$ cat src/rtl/adder_accumulator.sv
// rtl/adder_accumulator.sv - valid/ready reduction stage folding operands through an adder
module adder #(
  parameter int WIDTH = 32
) (
  input  logic [WIDTH-1:0] a,
  input  logic [WIDTH-1:0] b,
  output logic [WIDTH-1:0] sum
);

  // Plain wrapping add; the carry-out is recovered downstream by comparison
  assign sum = a + b;

endmodule

module adder_accumulator #(
  parameter int WIDTH   = 32,
  parameter int MAX_LEN = 16,
  parameter int LEN_W   = $clog2(MAX_LEN) + 1
) (
  input  logic             clk,
  input  logic             rst_n,
  input  logic             start,
  input  logic [LEN_W-1:0] len,
  input  logic             in_valid,
  input  logic [WIDTH-1:0] in_data,
  output logic             in_ready,
  output logic             out_valid,
  output logic [WIDTH-1:0] out_sum,
  output logic [LEN_W-1:0] out_carries,
  input  logic             out_ready,
  output logic             busy
);

  typedef enum logic [1:0] {
    IDLE  = 2'd0,
    ACCUM = 2'd1,
    DONE  = 2'd2
  } state_t;

  localparam logic [LEN_W-1:0] MAX_LEN_L = LEN_W'(MAX_LEN);
  localparam logic [LEN_W-1:0] CARRY_MAX = '1;

  state_t           state;
  state_t           state_nxt;
  logic [WIDTH-1:0] acc;
  logic [WIDTH-1:0] new_sum;
  logic [LEN_W-1:0] carries;
  logic [LEN_W-1:0] beats;
  logic [LEN_W-1:0] beats_nxt;
  logic [LEN_W-1:0] len_q;
  logic [LEN_W-1:0] len_clamped;
  logic             beat;
  logic             carry;

  adder #(.WIDTH(WIDTH)) u_adder (
    .a   (acc),
    .b   (in_data),
    .sum (new_sum)
  );

  assign beat        = (state == ACCUM) && in_valid;
  assign carry       = (new_sum < acc);
  assign beats_nxt   = beats + 1'b1;
  assign len_clamped = (len > MAX_LEN_L) ? MAX_LEN_L : len;

  // Next-state decode; a zero-length request goes straight to DONE
  always_comb begin
    state_nxt = state;
    case (state)
      IDLE: begin
        if (start) state_nxt = (len == '0) ? DONE : ACCUM;
      end
      ACCUM: begin
        if (beat && (beats_nxt == len_q)) state_nxt = DONE;
      end
      DONE: begin
        if (out_ready) state_nxt = IDLE;
      end
      default: state_nxt = IDLE;
    endcase
  end

  // State register
  always_ff @(posedge clk or negedge rst_n) begin
    if (!rst_n) state <= IDLE;
    else        state <= state_nxt;
  end

  // Accumulator and counters: cleared on an accepted start, advanced on each beat, held otherwise
  always_ff @(posedge clk or negedge rst_n) begin
    if (!rst_n) begin
      acc     <= '0;
      carries <= '0;
      beats   <= '0;
      len_q   <= '0;
    end else if ((state == IDLE) && start) begin
      acc     <= '0;
      carries <= '0;
      beats   <= '0;
      len_q   <= len_clamped;
    end else if (beat) begin
      acc   <= new_sum;
      beats <= beats_nxt;
      if (carry && (carries != CARRY_MAX)) carries <= carries + 1'b1;
    end
  end

  // acc and carries are frozen outside ACCUM, so they double as the held result registers
  assign out_sum     = acc;
  assign out_carries = carries;
  assign in_ready    = (state == ACCUM);
  assign out_valid   = (state == DONE);
  assign busy        = (state != IDLE);

endmodule

$ cat config.mk
export PLATFORM = sky130hd
export DESIGN_NAME = adder_accumulator
export DESIGN_NICKNAME = d
export VERILOG_FILES = /design/src/rtl/adder_accumulator.sv
export SDC_FILE = /design/constraint.sdc
export NUM_CORES = 1
export LEC_CHECK = 0
export CORE_ASPECT_RATIO = 0.5
export CORE_MARGIN = 4
export CORE_UTILIZATION = 45
export CTS_BUF_LIST = sky130_fd_sc_hd__clkbuf_4
export CTS_CLUSTER_DIAMETER = 60
export DETAILED_ROUTE_END_ITERATION = 8
export PLACE_DENSITY = 0.7
export SETUP_SLACK_MARGIN = 0.5
export SYNTH_ARGS = -nofsm -noshare
export SYNTH_HDL_FRONTEND = slang
export SYNTH_SLANG_ARGS = --single-unit
$ cat constraint.sdc
create_clock -name clk -period 4.6 [get_ports clk]
set_input_delay 0.46 -clock clk [delete_from_list [all_inputs] [get_ports clk]]
set_output_delay 0.46 -clock clk [all_outputs]
set_load 0.01 [all_outputs]
* Yosys cells after proc, flatten, opt, wreduce, memory -nomap -nowiden
Cells that the tools add are included.
** Cells by class
- Equality and inequality tests :: 7
- Order comparisons :: 2
- $add $sub $neg :: 3
- Reductions and logical operators :: 11
- Multiplexer cells :: 13
** Operators with widths (count)
- two-way mux 32 bit :: 2
- adder 32 bit :: 1
- less-than comparator 32 bit :: 1
- two-way mux 5 bit :: 6
- adder 5 x 1 -> 5 bit (second input constant) :: 2
- two-way mux 2 bit :: 4
- one-hot mux 2 bit (3 select lines) :: 1
- nonzero test 2 bit :: 3
- equality test 5 bit :: 1
- > comparator 5 bit (second input constant) :: 1
- zero test 5 bit :: 1
- inequality test 5 bit (second input constant) :: 1
- logical AND 1 bit :: 4
- inequality test 2 x 1 -> 1 bit (second input constant) :: 2
- AND reduction 3 bit :: 1
- equality test 2 x 1 -> 1 bit (second input constant) :: 1
- equality test 2 bit (second input constant) :: 1
- zero test 2 bit :: 1
- inequality test 2 bit (second input constant) :: 1
- AND reduction 2 bit :: 1
** Storage, ports and cells
- Word-level logic and storage cells :: 41
- Output and inout bits :: 40
- Input port bits :: 42
- Register bits after elaboration :: 49

* Longest topological paths before layout
Gate-level depths: netlist (run 1).
- Depth after elaboration :: 6
- Mapped depth :: 18
- Gate-level depth less buffers :: 18

* Modules after synthesis
From an unflattened synthesis (run 1), not the netlist that was laid out.
** Second synthesis, totals
- Cells, all modules :: 516
- Area total of the unflattened synthesis :: 4544.4 sq um
** Modules (own cells, without submodules)
- adder_accumulator :: times used 1, sequential area each 1226.2 sq um, cells an instance 275, area each 2800.2 sq um
- adder :: times used 1, sequential area each 0.0 sq um, cells an instance 241, area each 1744.2 sq um

* Least setup slack after synthesis (run 1)
No wires, ideal clock.
- Path kind :: input-to-reg
- Start point :: in in_data[0]
- End point :: reg carries[3], in the netlist out_carries[3]
- Buffers on the path :: 0
- Arrival :: 3909 ps
- Slack :: 613 ps
- Cell stages on the path :: 15
- Library setup time :: 78 ps
- Data required time :: 4522 ps
- Cell sequence :: ha_1 > fa_1 > a21oi_1 > nor2_1 > nor3_1 > o21ai_2 > o211a_1 > a41oi_2 > xnor2_1 > ha_1 > a21o_1 > a2111oi_0 > nand3_1 > or3_1 > a21oi_1
** Between the ends
- Longest elaborated chain between the ends :: 5
** RTL lines
- from (decl) :: line 25 : input logic [WIDTH-1:0] in_data,
- adder 32 bit :: line 11 : assign sum = a + b;
- less-than comparator 32 bit :: line 62 : assign carry = (new_sum < acc);
- logical AND 1 bit :: line 104 : if (carry && (carries != CARRY_MAX)) carries <= carries + 1'b1;
- nonzero test 2 bit (no source line)
- AND reduction 2 bit (no source line)
- to (signal assigned) :: line 104
- to (decl) :: line 47 : logic [LEN_W-1:0] carries;
No other way between the ends.
A chain may end at the register's enable or synchronous reset.

* Final worst setup path (run 1)
- Start point :: in in_data[13]
- End point :: reg carries[3], in the netlist out_carries[3]
Same word-level chain as after synthesis.

==> run metrics, run 1 <==
status finished clean; Congestion Overflow GR 0; RSZ-0062 raised after global routing false; synth top area cells dfrtp_1 (27%), ha_1 (18%), a22o_1 (5.9%); Placement Setup Slack -64.7 ps; Total Nets Final around 730; crit path time final just under 4000 ps; P_sw about 1.7 mW; grt met1 use 0.314; area taken by multi-input logic gates 0.00321 sq mm; clock network power share 0.077; effective utilization at floorplan 0.467; synth warn 0; Net Sw Frac 0.457; first-pass GRT wire length between 15000 and 20000 um; CTS tree yes; f_max around 250 MHz; WP data required between 4000 and 5000 ps; I/O Buffers 81; Post-Syn Area 0.00447 sq mm; commonest non-fill, non-tap cell in the layout clkdlybuf4s50_1; P&R area growth vs syn 33.0%; M2 GR Usage 0.319; die area between 0.01 and 0.015 sq mm; Final Hold Viols 0; vias per cell 5.52; GR peak layer met2; Cells after Synth 515; Mapped Nets roughly 620; largest net degree at the start of global routing 50; DP HPWL 9160 um; initial antenna violation count 0; CTS Buf Count 5; crit share post-route 0.854; Min-Delay Path Class input pin to asynchronous set/reset pin; Seq/Total Area, Yosys 0.275; max-slew violation total from the final report 0; PD cells around 640 mW/mm^2; GPL Wtd Cong ~0.95; Register Area ~0.0012 sq mm; GRT Total Usage 0.208; final wirelength about 12000 um; # IOs 82; Core Box Area between 0.009 and 0.01 sq mm; Sink Count slightly below 50; routed len/inst roughly 16 um; leak pwr about 2.7 nW; clock slew at the register clock pins of the worst setup and hold paths roughly 180 ps; number of DRC markers in iteration 0 267; Internal between 2 and 2.5 mW; hold_ws between 100 and 150 ps; vias in the first global route just over 4000; worst-path fanout max 7; crit path kind input pin to flip-flop; DR DRC count 0; # fillers approximately 860; Final Setup Violations 0; drt pass-1 iters 5; combinational group share of total power 0.729; Post-synth EDFFs 0; via count about 4200; Avg Cell Area, Syn between 8 and 9 sq um; post-synthesis cell type count 52; layout cells sized above 1 0.142; async set-or-reset flop fraction in the synthesized netlist 1.00; htree depth 2; DIE HEIGHT between 70 and 80 um; Seq pwr share 0.194; max-cap violation count 0; most frequent cells in the layout clkdlybuf4s50_1 (80), ha_1 (59), dfrtp_1 (49), inv_1 (39), buf_4 (39); post-route ant nets 0; Skew-Pair Late Insertion Delay 400 ps; cell accounting for the most synthesized area dfrtp_1; DIE WIDTH around 150 um; Cell Rows 25; share of the synthesized area in the top cell type 0.275; n_diodes 0; Global Route met3 Usage 0.0329; Max VDD drop ~0.00023 V; clock skew 18.0 ps; Clock Tree Buf Depth 2; Critical Path End Type flip-flop; Final WS setup roughly 670 ps; Synth Flop Type dfrtp_1; Clk Tree Root Cell clkbuf_4; CP Launch Type input pin; Worst slew margin 0.305; CP Data Arrival Time 4270 ps; Worst Tran Pin Value roughly 1000 ps; number of register bits inferred by synthesis 49
## through the flow
stage                     instances  power, mW  utilization  setup TNS (ps)  area [sq um]
after floorplan                 515       2.39            -               0          4470
after global placement          746       3.23        0.588            -130          5630
after detailed placement        746       3.27        0.588            -194          5630
after CTS                       754       3.60        0.599               0          5730
after global routing            760       4.18        0.621               0          5940
final                           760       3.80        0.621               0          5940
## sequential cells by signal, indices dropped and copies added, names as in the netlist
| register | count |
|---|---|
| state | 2 |
| out_sum | 32 |
| out_carries | 5 |
| len_q | 5 |
| beats | 5 |
## Yosys cell counts (3+ instances only)
cell type	n
nor3_1	12
a211oi_1	3
inv_1	39
nand2_1	38
o31ai_1	4
o21ai_0	22
nand3_1	15
and3_1	6
nand4_1	12
dfrtp_1	49
a31oi_1	3
xnor2_1	28
ha_1	64
buf_2	3
nor2_1	30
clkbuf_1	14
nand3b_1	5
or3_1	4
and2_1	5
a22o_1	30
nor2b_1	5
a21oi_1	39
xor2_1	8
a21o_1	31
o21a_1	8
o211ai_1	5
## layout make-up
type | instances | share of cell area
inverter | 39 | 0.0246
timing repair buffer | 120 | 0.185
sequential | 49 | 0.206
clock buffer | 5 | 0.00632
multi-input combinational | 409 | 0.541
tap | 135 | 0.0284
clock inverter | 3 | 0.00801
## logic make-up after synthesis
kind of cell	synth area share
compound gates	0.255
xor+xnor	0.0756
fa+ha+maj	0.184
buf+inv	0.0487
flops	0.275
mux	0.00448
simple gates	0.157
## layer usage
layer | routed length [um] | part of all wire | vias up
met2 | 5120 | 0.42 | 113
met5 | 0 | 0 | -
li1 | - | - | 2108
met1 | 6290 | 0.52 | 1964
met4 | 92 | 0.0076 | 0
met3 | 600 | 0.050 | 10
## path summary, 6_finish.rpt
path                        startpoint        endpoint  slack [ps]  cells after the start
setup / recovery           in_data[13]  out_carries[3]         670                     15
hold / removal                   rst_n      out_sum[9]         140                      2
setup reg to reg            out_sum[0]  out_carries[3]         730                     16
hold reg to reg               len_q[0]        len_q[0]         510                      2
max in group asynchronous        rst_n      out_sum[5]        4010                      2
min in group clk              len_q[0]        len_q[0]         510                      2
## power by group through the flow
stage	Combinational, mW	Sequential, mW	Clock (mW)
6_report	2.77	0.738	0.292
2_1_floorplan	1.63	0.760	0
4_1_cts	2.56	0.737	0.303
3_3_place_gp	2.49	0.742	0
5_1_grt	3.10	0.767	0.316
3_5_place_dp	2.52	0.745	0
## critical path, stage by stage
cell and delay (ps):
clkdlybuf4s50_1 510, ha_4 240, a21o_1 180, a21o_1 170
a21o_1 200, or3_1 410, o211a_4 290, a41oi_2 210
xnor2_1 160, ha_1 270, a21o_1 200, a2111oi_4 350
nand3_2 140, or3_1 320, a21oi_1 140
## repair_timing
action                     4_1_cts  5_1_grt
resized for setup                5       37
buffers inserted                 0        6
setup endpoints to repair        5        5
hold buffers                     0        0
pin swaps                        1       22
No activity file was read; power rests on OpenSTA's default activity.
==> run 2, diff against run 1 <==
Settings changed: CORE_UTILIZATION 45 to 55, PLACE_DENSITY 0.7 to 0.83.
==> run 2 against run 1 <==
  * Clock skew shrank 4.8 ps
  * Clock power is 3% higher
  * Register-to-register slack worse by 80 ps
  * First-iteration DRC count rose by 38%
  * Die area shrank 17%
  * Count of clock-buffer cells in the layout is the same
==> run metrics, run 2 (synthesized netlist as in run 1, its figures left out) <==
Top Layer Used met4; crit path kind input pin to flip-flop; Placement Setup Slack 45.5 ps; number of DRC markers in iteration 0 about 370; WL met3 between 900 and 1000 um; drt pass-1 iters 5; final wirelength about 13000 um; Worst Tran Pin Value 1030 ps; first-pass GRT wire length roughly 19000 um; met1 WL ~5800 um; max FFs per register 32; die area 0.00971 sq mm; effective utilization at floorplan 0.588; slowest stage delay, CP about 470 ps; DR DRC count 0; CP Launch Type input pin; Core Box Area between 0.007 and 0.008 sq mm; GPL Wtd Cong a little over 0.9; via count between 4000 and 5000; htree depth 2; vias per cell 6.02; # IOs between 80 and 90; Worst path slowest cell clkdlybuf4s50_1; Buffers & Inverters on Critical Path 1; layout cells sized above 1 0.141; CTS tree yes; setup_tns 0 ps; Critical Path End Type flip-flop; routed len/inst 17.1 um; Sink Count slightly below 50; clock skew ~13 ps; DIE WIDTH between 100 and 150 um; commonest non-fill, non-tap cell in the layout clkdlybuf4s50_1; Skew-Pair Late Insertion Delay ~430 ps; Clk Tree Root Cell clkbuf_4; initial antenna violation count 0; GRT Total Usage 0.247; DP HPWL 9060 um; Final WS setup a little over 600 ps; Max VDD drop approximately 0.00039 V; clock slew at the register clock pins of the worst setup and hold paths ~180 ps; max-cap violation count 0; f_max roughly 250 MHz; Min-Delay Path Class input pin to asynchronous set/reset pin; Placed Cells 712; post-route ant nets 0; n_diodes 0; Final Hold Viols 0; RSZ-0062 raised after global routing false; crit share post-route 0.866; worst-path fanout max 3; reg2reg path depth 18; Total Nets Final 730; vias in the first global route between 4000 and 5000; CTS Hold Bufs 0; WP data required slightly below 5000 ps; # fillers ~560; Final Setup Violations 0; final cell count without fillers roughly 730; CP Data Arrival Time roughly 4400 ps; max-slew violation total from the final report 0; Cell Rows 22; Congestion Overflow GR 0; Met2 Wirelength between 5000 and 6000 um; leak pwr between 2 and 3 nW; status finished clean; largest net degree at the start of global routing 50; crit path time final between 3000 and 4000 ps; critical path cell sequence clkdlybuf4s50_1, ha_1, a21o_1, nand4_1, a21oi_2, o211ai_1, a21oi_1, o21a_1, nor3_2, nor2_1, ha_1, a21o_1, a21o_1, a21oi_1, o21ai_0, a21oi_2, nand3_2, or3_4, a21oi_2; Worst slew margin 0.313; most frequent cells in the layout clkdlybuf4s50_1 (79), ha_1 (59), dfrtp_1 (49), inv_1 (39), nand2_1 (37); I/O Buffers 81; PD cells between 600 and 700 mW/mm^2; DIE HEIGHT around 70 um; P&R area growth vs syn 32.6%; CTS Buf Count 5; WP depth 19; kind of cell adding the most delay to the critical path compound AO/OA/AOI/OAI gates; Clock Tree Buf Depth 2
[run 2: cell types whose count changed in the layout (fill, tap and decap cells not counted), moves of 3 or more]
cell | before | now
buf_4 | 39 | 36
o21ai_0 | 16 | 19
xnor2_1 | 28 | 25
xnor2_2 | 0 | 3
[run 2: worst paths after layout]
check / from / to / slack (ps)
max in group asynchronous: rst_n / out_sum[5] / 4050
setup / recovery: in_data[1] / out_carries[3] / 620
hold reg to reg: len_q[2] / len_q[2] / 510
hold / removal: rst_n / out_sum[28] / 130
setup reg to reg: out_sum[4] / out_carries[3] / 650
min in group clk: len_q[2] / len_q[2] / 510
[run 2: through the flow]
stage          hold slack (ps)  power [mW]  cell area [sq um]   util
2_1_floorplan              164        2.39               4470      -
3_3_place_gp               474        3.19               5550  0.731
3_5_place_dp               482        3.26               5550  0.731
4_1_cts                    152        3.59               5660  0.745
5_1_grt                    178        4.16               5920  0.779
6_report                   125        3.85               5920  0.779
[run 2: layer usage]
| metal | vias to the layer above | track usage |
|---|---|---|
| met2 | 177 | 0.383 |
| met4 | 0 | 0.0637 |
| met5 | - | 0 |
| met1 | 2100 | 0.352 |
| li1 | 2110 | - |
| met3 | 19 | 0.0498 |
[run 2: final cells by class]
type	instances	area, sq um	share of cell area
repair buffers	119	1110	0.187
flip-flops and latches	49	1230	0.207
clock inverters	3	50.0	0.00845
inverters	39	146	0.0247
well taps	108	135	0.0228
clock buffers	5	37.5	0.00634
multi-input cells	409	3220	0.543
[run 2: timing repair]
| item | in CTS | in global routing |
|---|---|---|
| gates cloned | 0 | 0 |
| setup endpoints to repair | 5 | 5 |
| pin swaps | 1 | 22 |
| buffers inserted | 1 | 11 |
| resized for setup | 3 | 39 |
[run 2: report_power, final]
| part | switching [mW] | internal (mW) |
|---|---|---|
| combinational | 1.43 | 1.38 |
| sequential | 0.162 | 0.576 |
| clock | 0.181 | 0.119 |
